--- src/rtl/afifo_pkg.sv ---
// Shared constants and types for the FWFT read adapter on the read side of the async FIFO.
package afifo_pkg;
  localparam int FWFT_DEPTH = 3;
  localparam int FWFT_PTR_W = 2;
  localparam int FWFT_OCC_W = 2;

  typedef logic [FWFT_PTR_W-1:0] ptr_t;
  typedef logic [FWFT_OCC_W-1:0] occ_t;

  // Pointers count 0 -> 1 -> 2 -> 0; code 3 is never used.
  function automatic ptr_t ptr_inc(input ptr_t p);
    return (p == ptr_t'(FWFT_DEPTH - 1)) ? '0 : p + ptr_t'(1);
  endfunction
endpackage

--- src/rtl/afifo_fwft_buf.sv ---
// Three-entry circular buffer: captures one word per wr_en, presents the head word,
// and tracks occupancy. Storage is left unreset; only pointers and occupancy are reset.
module afifo_fwft_buf
  import afifo_pkg::*;
#(
  parameter int DataWidth = 8
) (
  input  logic                 clk_i,
  input  logic                 srst_i,
  input  logic                 wr_en_i,
  input  logic [DataWidth-1:0] wr_data_i,
  input  logic                 pop_i,
  output logic [DataWidth-1:0] head_o,
  output occ_t                 occ_o
);

  logic [DataWidth-1:0] mem_q [FWFT_DEPTH];
  ptr_t wr_ptr_q, wr_ptr_d;
  ptr_t rd_ptr_q, rd_ptr_d;
  occ_t occ_q, occ_d;

  always_comb begin
    wr_ptr_d = wr_ptr_q;
    rd_ptr_d = rd_ptr_q;
    occ_d    = occ_q;
    if (wr_en_i) wr_ptr_d = ptr_inc(wr_ptr_q);
    if (pop_i)   rd_ptr_d = ptr_inc(rd_ptr_q);
    // Simultaneous capture and pop leave occupancy unchanged.
    case ({wr_en_i, pop_i})
      2'b10:   occ_d = occ_q + occ_t'(1);
      2'b01:   occ_d = occ_q - occ_t'(1);
      default: occ_d = occ_q;
    endcase
  end

  always_ff @(posedge clk_i) begin
    if (srst_i) begin
      wr_ptr_q <= '0;
      rd_ptr_q <= '0;
      occ_q    <= '0;
    end else begin
      wr_ptr_q <= wr_ptr_d;
      rd_ptr_q <= rd_ptr_d;
      occ_q    <= occ_d;
    end
  end

  always_ff @(posedge clk_i) begin
    if (wr_en_i) mem_q[wr_ptr_q] <= wr_data_i;
  end

  assign head_o = mem_q[rd_ptr_q];
  assign occ_o  = occ_q;

  // The credit rule upstream must make a capture into a full buffer impossible.
  overflow_a: assert property (@(posedge clk_i) disable iff (srst_i)
    !(wr_en_i && !pop_i && (occ_q == occ_t'(FWFT_DEPTH))));

endmodule

--- src/rtl/afifo_fwft_read_adapter.sv ---
// Read-domain adapter: issues credit-limited RDreq, captures RDdata one cycle after RDen,
// and re-presents the words as a first-word-fall-through valid/ready stream.
module afifo_fwft_read_adapter
  import afifo_pkg::*;
#(
  parameter int DataWidth = 8
) (
  input  logic                 RDclk,
  input  logic                 reset,
  input  logic                 FIFOempty,
  input  logic                 RDen,
  input  logic [DataWidth-1:0] RDdata,
  output logic                 RDreq,
  output logic [DataWidth-1:0] OutData,
  output logic                 OutValid,
  input  logic                 OutReady,
  output logic [1:0]           Level
);

  logic       inflight_q, inflight_d;
  logic       pop;
  occ_t       occ;
  logic [2:0] credit_sum;
  logic       fifo_empty_unused;

  // The controller already gates RDreq with its empty flag, so only RDen matters here.
  assign fifo_empty_unused = FIFOempty;

  assign inflight_d = RDen;

  always_ff @(posedge RDclk) begin
    if (reset) inflight_q <= 1'b0;
    else       inflight_q <= inflight_d;
  end

  afifo_fwft_buf #(
    .DataWidth (DataWidth)
  ) u_buf (
    .clk_i     (RDclk),
    .srst_i    (reset),
    .wr_en_i   (inflight_q),
    .wr_data_i (RDdata),
    .pop_i     (pop),
    .head_o    (OutData),
    .occ_o     (occ)
  );

  // Only registered terms feed the credit check, so OutReady never reaches RDreq.
  assign credit_sum = {1'b0, occ} + {2'b00, inflight_q};
  assign RDreq      = !reset && (credit_sum < 3'(FWFT_DEPTH));

  assign OutValid = (occ != '0);
  assign pop      = OutValid && OutReady;
  assign Level    = occ;

endmodule

--- config.mk ---
export PLATFORM = sky130hd
export DESIGN_NAME = afifo_fwft_read_adapter
export DESIGN_NICKNAME = d
export VERILOG_FILES = /design/src/rtl/afifo_pkg.sv /design/src/rtl/afifo_fwft_buf.sv /design/src/rtl/afifo_fwft_read_adapter.sv
export SDC_FILE = /design/constraint.sdc
export NUM_CORES = 1
export LEC_CHECK = 0
export BUFFER_PORTS_ARGS = -buffer_cell sky130_fd_sc_hd__buf_2
export CAP_MARGIN = 0
export CORE_ASPECT_RATIO = 1.4
export CORE_MARGIN = 8
export CORE_UTILIZATION = 50
export DETAILED_ROUTE_END_ITERATION = 8
export MAX_ROUTING_LAYER = met4
export PLACE_DENSITY = 0.79
export SLEW_MARGIN = 10
export SYNTH_ARGS = -nofsm -noshare
export SYNTH_HDL_FRONTEND = slang
export SYNTH_SLANG_ARGS = --single-unit
--- constraint.sdc ---
create_clock -name RDclk -period 3.43 [get_ports RDclk]
set_input_delay 0 -clock RDclk [delete_from_list [all_inputs] [get_ports RDclk]]
set_output_delay 0 -clock RDclk [all_outputs]
set_load 0.005 [all_outputs]
==> results of run 1 <==
metal layers:
metal	GRT usage [%]	up-vias	part of all wire (%)
met3	4.96	4	4.7
met4	7.38	0	1.9
met5	-	-	0
li1	-	397	-
met2	20.0	21	54
met1	11.0	369	40
kinds of logic after synthesis:
logic type,count (synthesis),share of synthesized area [%]
buffers and inverters,4,1.30
flip-flops,33,72.1
AO/OA/AOI/OAI,16,7.31
AND/OR/NAND/NOR,22,8.51
multiplexers,8,6.41
adder cells (fa/ha/maj),3,3.00
XOR/XNOR,2,1.40
report_power, final:
| part | internal (uW) | switching [uW] |
|---|---|---|
| registers | 451 | 33.3 |
| clock network | 73.9 | 119 |
| logic | 80.6 | 60.5 |
cell usage in the layout (no fill, tap or decap), drive strengths merged:
master / count
a211oi: 1
a21oi: 4
and3b: 1
buf: 24
clkbuf: 5
clkinv: 3
dfxtp: 9
dlygate4sd3: 11
edfxtp: 24
ha: 3
inv: 2
mux2i: 8
nand2: 11
nor2: 3
nor2b: 2
nor3: 1
o21ai: 10
o21ba: 1
or2: 1
or3: 2
or3b: 1
xnor2: 1
xor2: 1
registers in the layout, summed over array words and instances (netlist names), named ones only:
name	cells
u_buf.mem_q	24
u_buf.occ_o	2
u_buf.rd_ptr_q	2
u_buf.wr_ptr_q	2
inflight_q	1
worst paths after layout:
check                                               startpoint                        endpoint  slack, ns  depth (start not counted)
worst max-delay path               u_buf.occ_o[0]$_SDFFE_PP0P_     u_buf.occ_o[1]$_SDFFE_PP0P_       1.85                          5
worst min-delay path                                  OutReady  u_buf.rd_ptr_q[1]$_SDFFE_PP0N_       0.03                          4
worst max register to register     u_buf.occ_o[0]$_SDFFE_PP0P_     u_buf.occ_o[1]$_SDFFE_PP0P_       1.85                          5
worst min register to register  u_buf.rd_ptr_q[0]$_SDFFE_PP0N_                        register       0.52                          2
stage by stage:
stage	std cells	worst slack, ns	utilization [%]	power, uW	area, um2
3_3_place_gp	144	1.93	58.8	617	1410
4_1_cts	163	1.83	65.5	827	1570
3_5_place_dp	144	1.86	58.8	629	1410
6_report	163	1.85	65.5	818	1570
2_1_floorplan	88	1.93	-	567	1250
5_1_grt	163	1.71	65.5	871	1570
cell type report:
class                   instances  area share (%)
flip-flops and latches         33            57.5
multi-input cells              51            21.2
repair buffers                 35            14.9
well taps                      34            2.72
clock buffers                   5            2.40
clock inverters                 3           0.799
inverters                       2           0.479
worst max-delay path: cells and delay by family, from the launching register on:
kind / cells / cell delay (ns)
flops: 1 / 0.38
simple gates: 1 / 0.37
buf+inv: 1 / 0.07
compound gates: 2 / 0.38
fa+ha+maj: 1 / 0.31
==> summary.md, run 1 <==
| Metric | Value |
|---|---|
| Syn_nets | 104 |
| PD cells | 522 nW/um2 |
| Die Span X | 58.3 um |
| Final setup violation count | 0 |
| Wirelength per Cell | 13.4 um |
| First-pass GRT wire length | 3640 um |
| Cells after Synth | 88 |
| Diode count | 0 |
| Commonest cells post-synth | edfxtp_1 (24), nand2_1 (11), dfxtp_1 (9), mux2i_1 (8), o21ai_0 (6) |
| CTS Buffer Depth | 2 |
| Worst-path maximum fanout | 6 |
| Area fraction of the dominant cell type after synthesis | 57.7% |
| Die Y | 75.2 um |
| Die ar. | 4380 um2 |
| Max Clock Skew | 0.00718 ns |
| Hold/Removal Path Class | input port to register |
| F_max | 0.631 GHz |
| TritonCTS clock tree | built |
| Startpoint class of the critical path | register |
| Crit path largest cell delay | 0.38 ns |
| DRC viols | 0 |
| Clk Tree Root Cell | clkbuf_4 |
| Ports | 25 |
| CP arrival | 1.85 ns |
| Inserted Clock Buffers | 5 |
| Via count | 791 |
| Ys flop type | edfxtp_1 |
| Crit. End Element | register |
| Gr ovfl total | 0 |
| Clock slew at reported path FFs | 0.10 ns |
| CP Data Required Time | 3.69 ns |
| Drt via density | 4.85 |
| Multi-input gate area | 333 um2 |
| Fin. Hold Viols | 0 |
| Final critical-path share of the clock period | 46.2% |
| Worst slew pin tran | 0.671 ns |
| Hpwl dp | 1470 um |
| CORE AREA | 2390 um2 |
| PortBufs | 23 |
| Critical Path Slowest Stage Cell | dfxtp_1 |
| Yosys reg bits | 33 |
| Reg area | 901 um2 |
| Row Count | 21 |
| YS warnings | 0 |
| Async S/R FF share, synth | 0% |
| Post-synthesis cell type count | 23 |
| 1st-pass router iterations | 4 |
| Netlist Area Pre-Place | 1250 um2 |
| RD Place Congestion | 0.633 |
| RSZ-0062 raised after global routing | no |
| Cell taking the most area after synthesis | edfxtp_1 |
| Initial antenna violation count | 0 |
| Starting Density | 52.3% |
| Total wire length | 2190 um |
| Seq/Total Area, Yosys | 72.1% |
| CP cell instances | o21ai_2 -> inv_1 -> ha_1 -> or3_1 -> a21oi_1 |
| Vias in the first global route | 851 |
| Slew margin rel. | 55.1% |
| Top area cells in the synthesized netlist | edfxtp_1 (58%), dfxtp_1 (14%), mux2i_1 (6.4%) |
| Ratio of cells with drive above 1 in the final layout | 24.8% |
| Leak Pwr | 0.000589 uW |
| Hold slack | 0.0327 ns |
| VDD IR max | 0.000338 V |
| Most frequent cell after synthesis | edfxtp_1 |
| ANT nets after route | 0 |
| Status | completed |
| DRT iter0 DRCs | 22 |
| # Post-CTS Setup Buffers | 0 |
| Hold buffers post-CTS | 11 |
| Mapped Avg Cell Area | 14.2 um2 |
| # clock sinks | 33 |
| Fin. max-slew vios | 0 |
| H-tree Lvls | 2 |
| Critical path type | register to register |
| Layout area overhead | 25.3% |
| Setup_tns | 0 ns |
| Post-synth EDFFs | 24 |
| Worst-Skew Late Latency | 0.33 ns |
| Post-CTS resize count | 0 |
| Tmin final | 1.58 ns |
| Max-cap viol count | 0 |
| Layout Nets | 144 |
| Fillers | 191 |
| Largest net degree at the start of global routing | 17 |
| GRT Total Usage | 11.9% |
No activity file was read; power rests on OpenSTA's default activity.
==> run 2: changes to the inputs <==
ABC_AREA = 1   (was default)
CORE_UTILIZATION = 48   (was 50)
clock period = 1.29 ns   (was 3.43 ns; I/O delays follow)
==> summary.md, run 2 <==
| Metric | Value |
|---|---|
| Diode count | 0 (unchanged) |
| Worst hold start | OutReady |
| Reg power frac | 55.4% (-3.8 points) |
| H-tree Lvls | 2 (unchanged) |
| Critical path type | register to primary output |
| ANT nets after route | 0 (unchanged) |
| Die Span X | 60.0 um (+3.0%) |
| Clock Power Share | 24.1% (+0.5 points) |
| Crit. End Element | primary output |
| CP Data Required Time | 1.29 ns (-2.40 ns) |
| Tmin final | 1.38 ns |
| F_max | 0.726 GHz |
| Startpoint class of the critical path | register |
| Total chip power | 2240 uW (+170%) |
| Ratio of cells with drive above 1 in the final layout | 33.7% (+8.9 points) |
| Commonest cells post-synth | edfxtp_1 (24), a21oi_1 (20), nor2_1 (19), nand2_1 (15) |
| TritonCTS clock tree | built |
| Top area cells in the synthesized netlist | edfxtp_1 (55%), dfxtp_1 (14%), a21oi_1 (7.7%) |
| Critical Path Slowest Stage Cell | dfxtp_2 |
| Buffers & Inverters on Critical Path | 2 (+1) |
| Total wire length | 2710 um (+24%) |
| Clk Tree Root Cell | clkbuf_4 |
| Yosys reg bits | 33 (unchanged) |
| Met1 Use GR | 12.4% (+1.3 points) |
| PortBufs | 23 (unchanged) |
| Leak Pwr | 0.000715 uW (+21%) |
| VDD IR max | 0.000780 V (+130%) |
| DRC viols | 0 (unchanged) |
| Failing checks | negative setup slack |
| Post-synthesis cell type count | 16 (-30%) |
| Combinational fraction of design power | 20.5% (+3.3 points) |
| Most common cell after layout, fill and taps aside | edfxtp_1 |
| Final setup violation count | 2 (+2) |
| Ports | 25 (unchanged) |
| Final std cells w/o fill | 199 (+22%) |
| GRT Total Usage | 13.1% (+1.2 points) |
| Die ar. | 4650 um2 (+6.3%) |
| Switch Pwr | 623 uW (+190%) |
| Netlist Area Pre-Place | 1300 um2 (+4.0%) |
| Syn_nets | 133 (+28%) |
| Initial antenna violation count | 0 (unchanged) |
| Final critical-path share of the clock period | 107% |
| Seq/Total Area, Yosys | 69.3% (-2.8 points) |
| Status | finished with violations |
| Sw frac | 27.8% (+1.8 points) |
| Max-cap viol count | 0 (unchanged) |
| Area fraction of the dominant cell type after synthesis | 55.4% (-2.2 points) |
| Wirelength per Cell | 13.6 um (+1.4%) |
| Top cell by count, worst path | ha_4 |
| First-pass GRT wire length | 4480 um (+23%) |
| Pint | 1620 uW (+170%) |
| GR Util met2 | 21.8% (+1.8 points) |
| Gr busiest metal | met2 |
| Hpwl dp | 1740 um (+18%) |
| Slew margin rel. | 76.2% (+21 points) |
| Fin. max-slew vios | 0 (unchanged) |
| Hold slack | 0.0750 ns (+0.0423 ns) |
| Largest net degree at the start of global routing | 11 (-6) |
| Row Count | 22 (+4.8%) |
| Placed cells | 177 (+23%) |
| RSZ-0062 raised after global routing | yes |
| Async S/R FF share, synth | 0% (unchanged) |
| Gr ovfl total | 0 (unchanged) |
| Ys flop type | edfxtp_1 |
| RD Place Congestion | 0.733 (+16%) |
| Fin. Hold Viols | 0 (unchanged) |
| Crit path largest cell delay | 0.35 ns (-0.03 ns) |
| Most frequent cells in the layout | edfxtp_1 (24), buf_2 (23), a21oi_1 (19), nor2_1 (19), nand2_1 (15) |
| Cells after Synth | 117 (+33%) |
| Most frequent cell after synthesis | edfxtp_1 |
| Worst slew pin tran | 0.356 ns (-0.315 ns) |
| Inserted Clock Buffers | 5 (unchanged) |
| Starting Density | 49.7% (-2.6 points) |
| PD cells | 1300 nW/um2 (+150%) |
| Worst-path maximum fanout | 2 (-4) |
| Via count | 978 (+24%) |
| Mapped Avg Cell Area | 11.1 um2 (-22%) |
| R2R setup slack | -0.08 ns (-1.93 ns) |
| Reg2reg end | u_buf.occ_o[1]$_SDFFE_PP0P_ |
| CTS Buffer Depth | 2 (unchanged) |
| CORE AREA | 2620 um2 (+9.4%) |
| Drt via density | 4.91 (+1.3%) |
| Final setup margin | -0.0878 ns (-1.93 ns) |
| Layout Nets | 178 (+24%) |
| CP arrival | 1.38 ns (-0.47 ns) |
| Biggest register | u_buf.mem_q |
| Vias in the first global route | 1061 (+25%) |
| GR Layer Usage met3 | 4.62% (-0.34 points) |
| 1st-pass router iterations | 4 (unchanged) |
| FF-to-FF Start | u_buf.occ_o[0]$_SDFFE_PP0P_ |
| Number of flip-flops in the largest register | 24 (unchanged) |
| CP cell instances | ha_4 -> ha_4 -> a21oi_2 -> nand2_1 -> inv_1 -> buf_2 |
| Max Clock Skew | 0.0155 ns (+0.00833 ns) |
| Worst-Skew Late Latency | 0.34 ns (about the same) |
| Delay-heaviest family, CP | adder cells |
| DRT iter0 DRCs | 29 (+32%) |
| # clock sinks | 33 (unchanged) |
| Hold Path Depth | 5 (+1) |
| YS warnings | 0 (unchanged) |
| Layout area overhead | 32.7% |
| Die Y | 77.6 um (+3.2%) |
| Hold/Removal Path Class | input port to register |
| Clock slew at reported path FFs | 0.10 ns (about the same) |
| R2r worst-path depth | 11 (+6) |
| Post-synth EDFFs | 24 (unchanged) |
| Cell taking the most area after synthesis | edfxtp_1 |
## run 2: cell types whose count changed after synthesis, sizes merged, moves of 6 or more
cell,before,now
inv,2,15
mux2i,8,0
nand2,11,17
o21ai,10,3
nor2,3,19
a21oi,4,20
## run 2: power by group through the flow
stage                     combinational (uW)  sequential, uW  clock [uW]
after floorplan                          227            1240           0
after global placement                   344            1260           0
after detailed placement                 369            1260           0
after CTS                                450            1240         544
after global routing                     521            1250         597
final                                    460            1240         540
## run 2: worst register-to-register path, cell delays in order, from the launching register on
cell      delay, ns
dfxtp_2        0.35
buf_6          0.12
inv_4          0.05
nand2_4        0.05
nand2_4        0.08
clkinv_4       0.06
ha_4           0.27
inv_4          0.04
nand2_1        0.07
nor2_1         0.05
nor2_1         0.08
nor2_1         0.04
## run 2: kinds of logic (layout without fill, tap and decap cells)
family | after synthesis | count (layout) | share of synthesized area (%)
and+or+nand+nor | 40 | 40 | 13.2
DFF | 33 | 33 | 69.3
AOI/OAI and AO/OA | 23 | 23 | 8.85
buffers and inverters | 18 | 64 | 5.77
adders and majority gates | 3 | 3 | 2.89
## run 2: how the worst max path moves through the flow
stage | startpoint | cells past startpoint | to | slack (ns)
after floorplan | u_buf.occ_o[0]$_SDFFE_PP0P_ | 10 | u_buf.occ_o[1]$_SDFFE_PP0P_ | 0.04
after global placement | u_buf.occ_o[0]$_SDFFE_PP0P_ | 10 | u_buf.occ_o[1]$_SDFFE_PP0P_ | 0.06
after detailed placement | u_buf.occ_o[0]$_SDFFE_PP0P_ | 10 | u_buf.occ_o[1]$_SDFFE_PP0P_ | -0.03
after CTS | u_buf.occ_o[0]$_SDFFE_PP0P_ | 11 | u_buf.occ_o[1]$_SDFFE_PP0P_ | -0.10
after global routing | u_buf.occ_o[0]$_SDFFE_PP0P_ | 6 | RDreq | -0.20
final | u_buf.occ_o[0]$_SDFFE_PP0P_ | 6 | RDreq | -0.09
## run 2: area by class of cell
class / count / area (um2)
clock buffers: 6 / 41.3
clock inverters: 2 / 10.0
fillers: 191 / 890
inverters: 16 / 75.1
multi-input cells: 66 / 374
flip-flops and latches: 33 / 906
well taps: 36 / 45.0
repair buffers: 40 / 274
## run 2: repair_timing
action | in CTS | in global routing
endpoints found under the hold margin | 29 | 0
buffers inserted | 3 | 0
setup endpoints to repair | 10 | 10
gates resized for setup | 11 | 5
pin swaps | 5 | 2
hold buffers | 11 | 0
## run 2: layer usage
metal,up-vias,share of wire (%)
met5,-,0
met4,0,1.8
met3,7,3.8
met2,29,54
met1,459,40
li1,483,-
## run 2: metrics by stage
step / setup TNS [ns] / setup slack, ns / instance area, um2 / util [%]
after detailed placement: -0.0285 / -0.0285 / 1480 / 56.5
after global placement: 0 / 0.0606 / 1480 / 56.5
after CTS: -0.233 / -0.101 / 1710 / 65.5
final: -0.167 / -0.0878 / 1730 / 66.0
after floorplan: 0 / 0.0399 / 1310 / -
after global routing: -0.419 / -0.200 / 1730 / 66.0
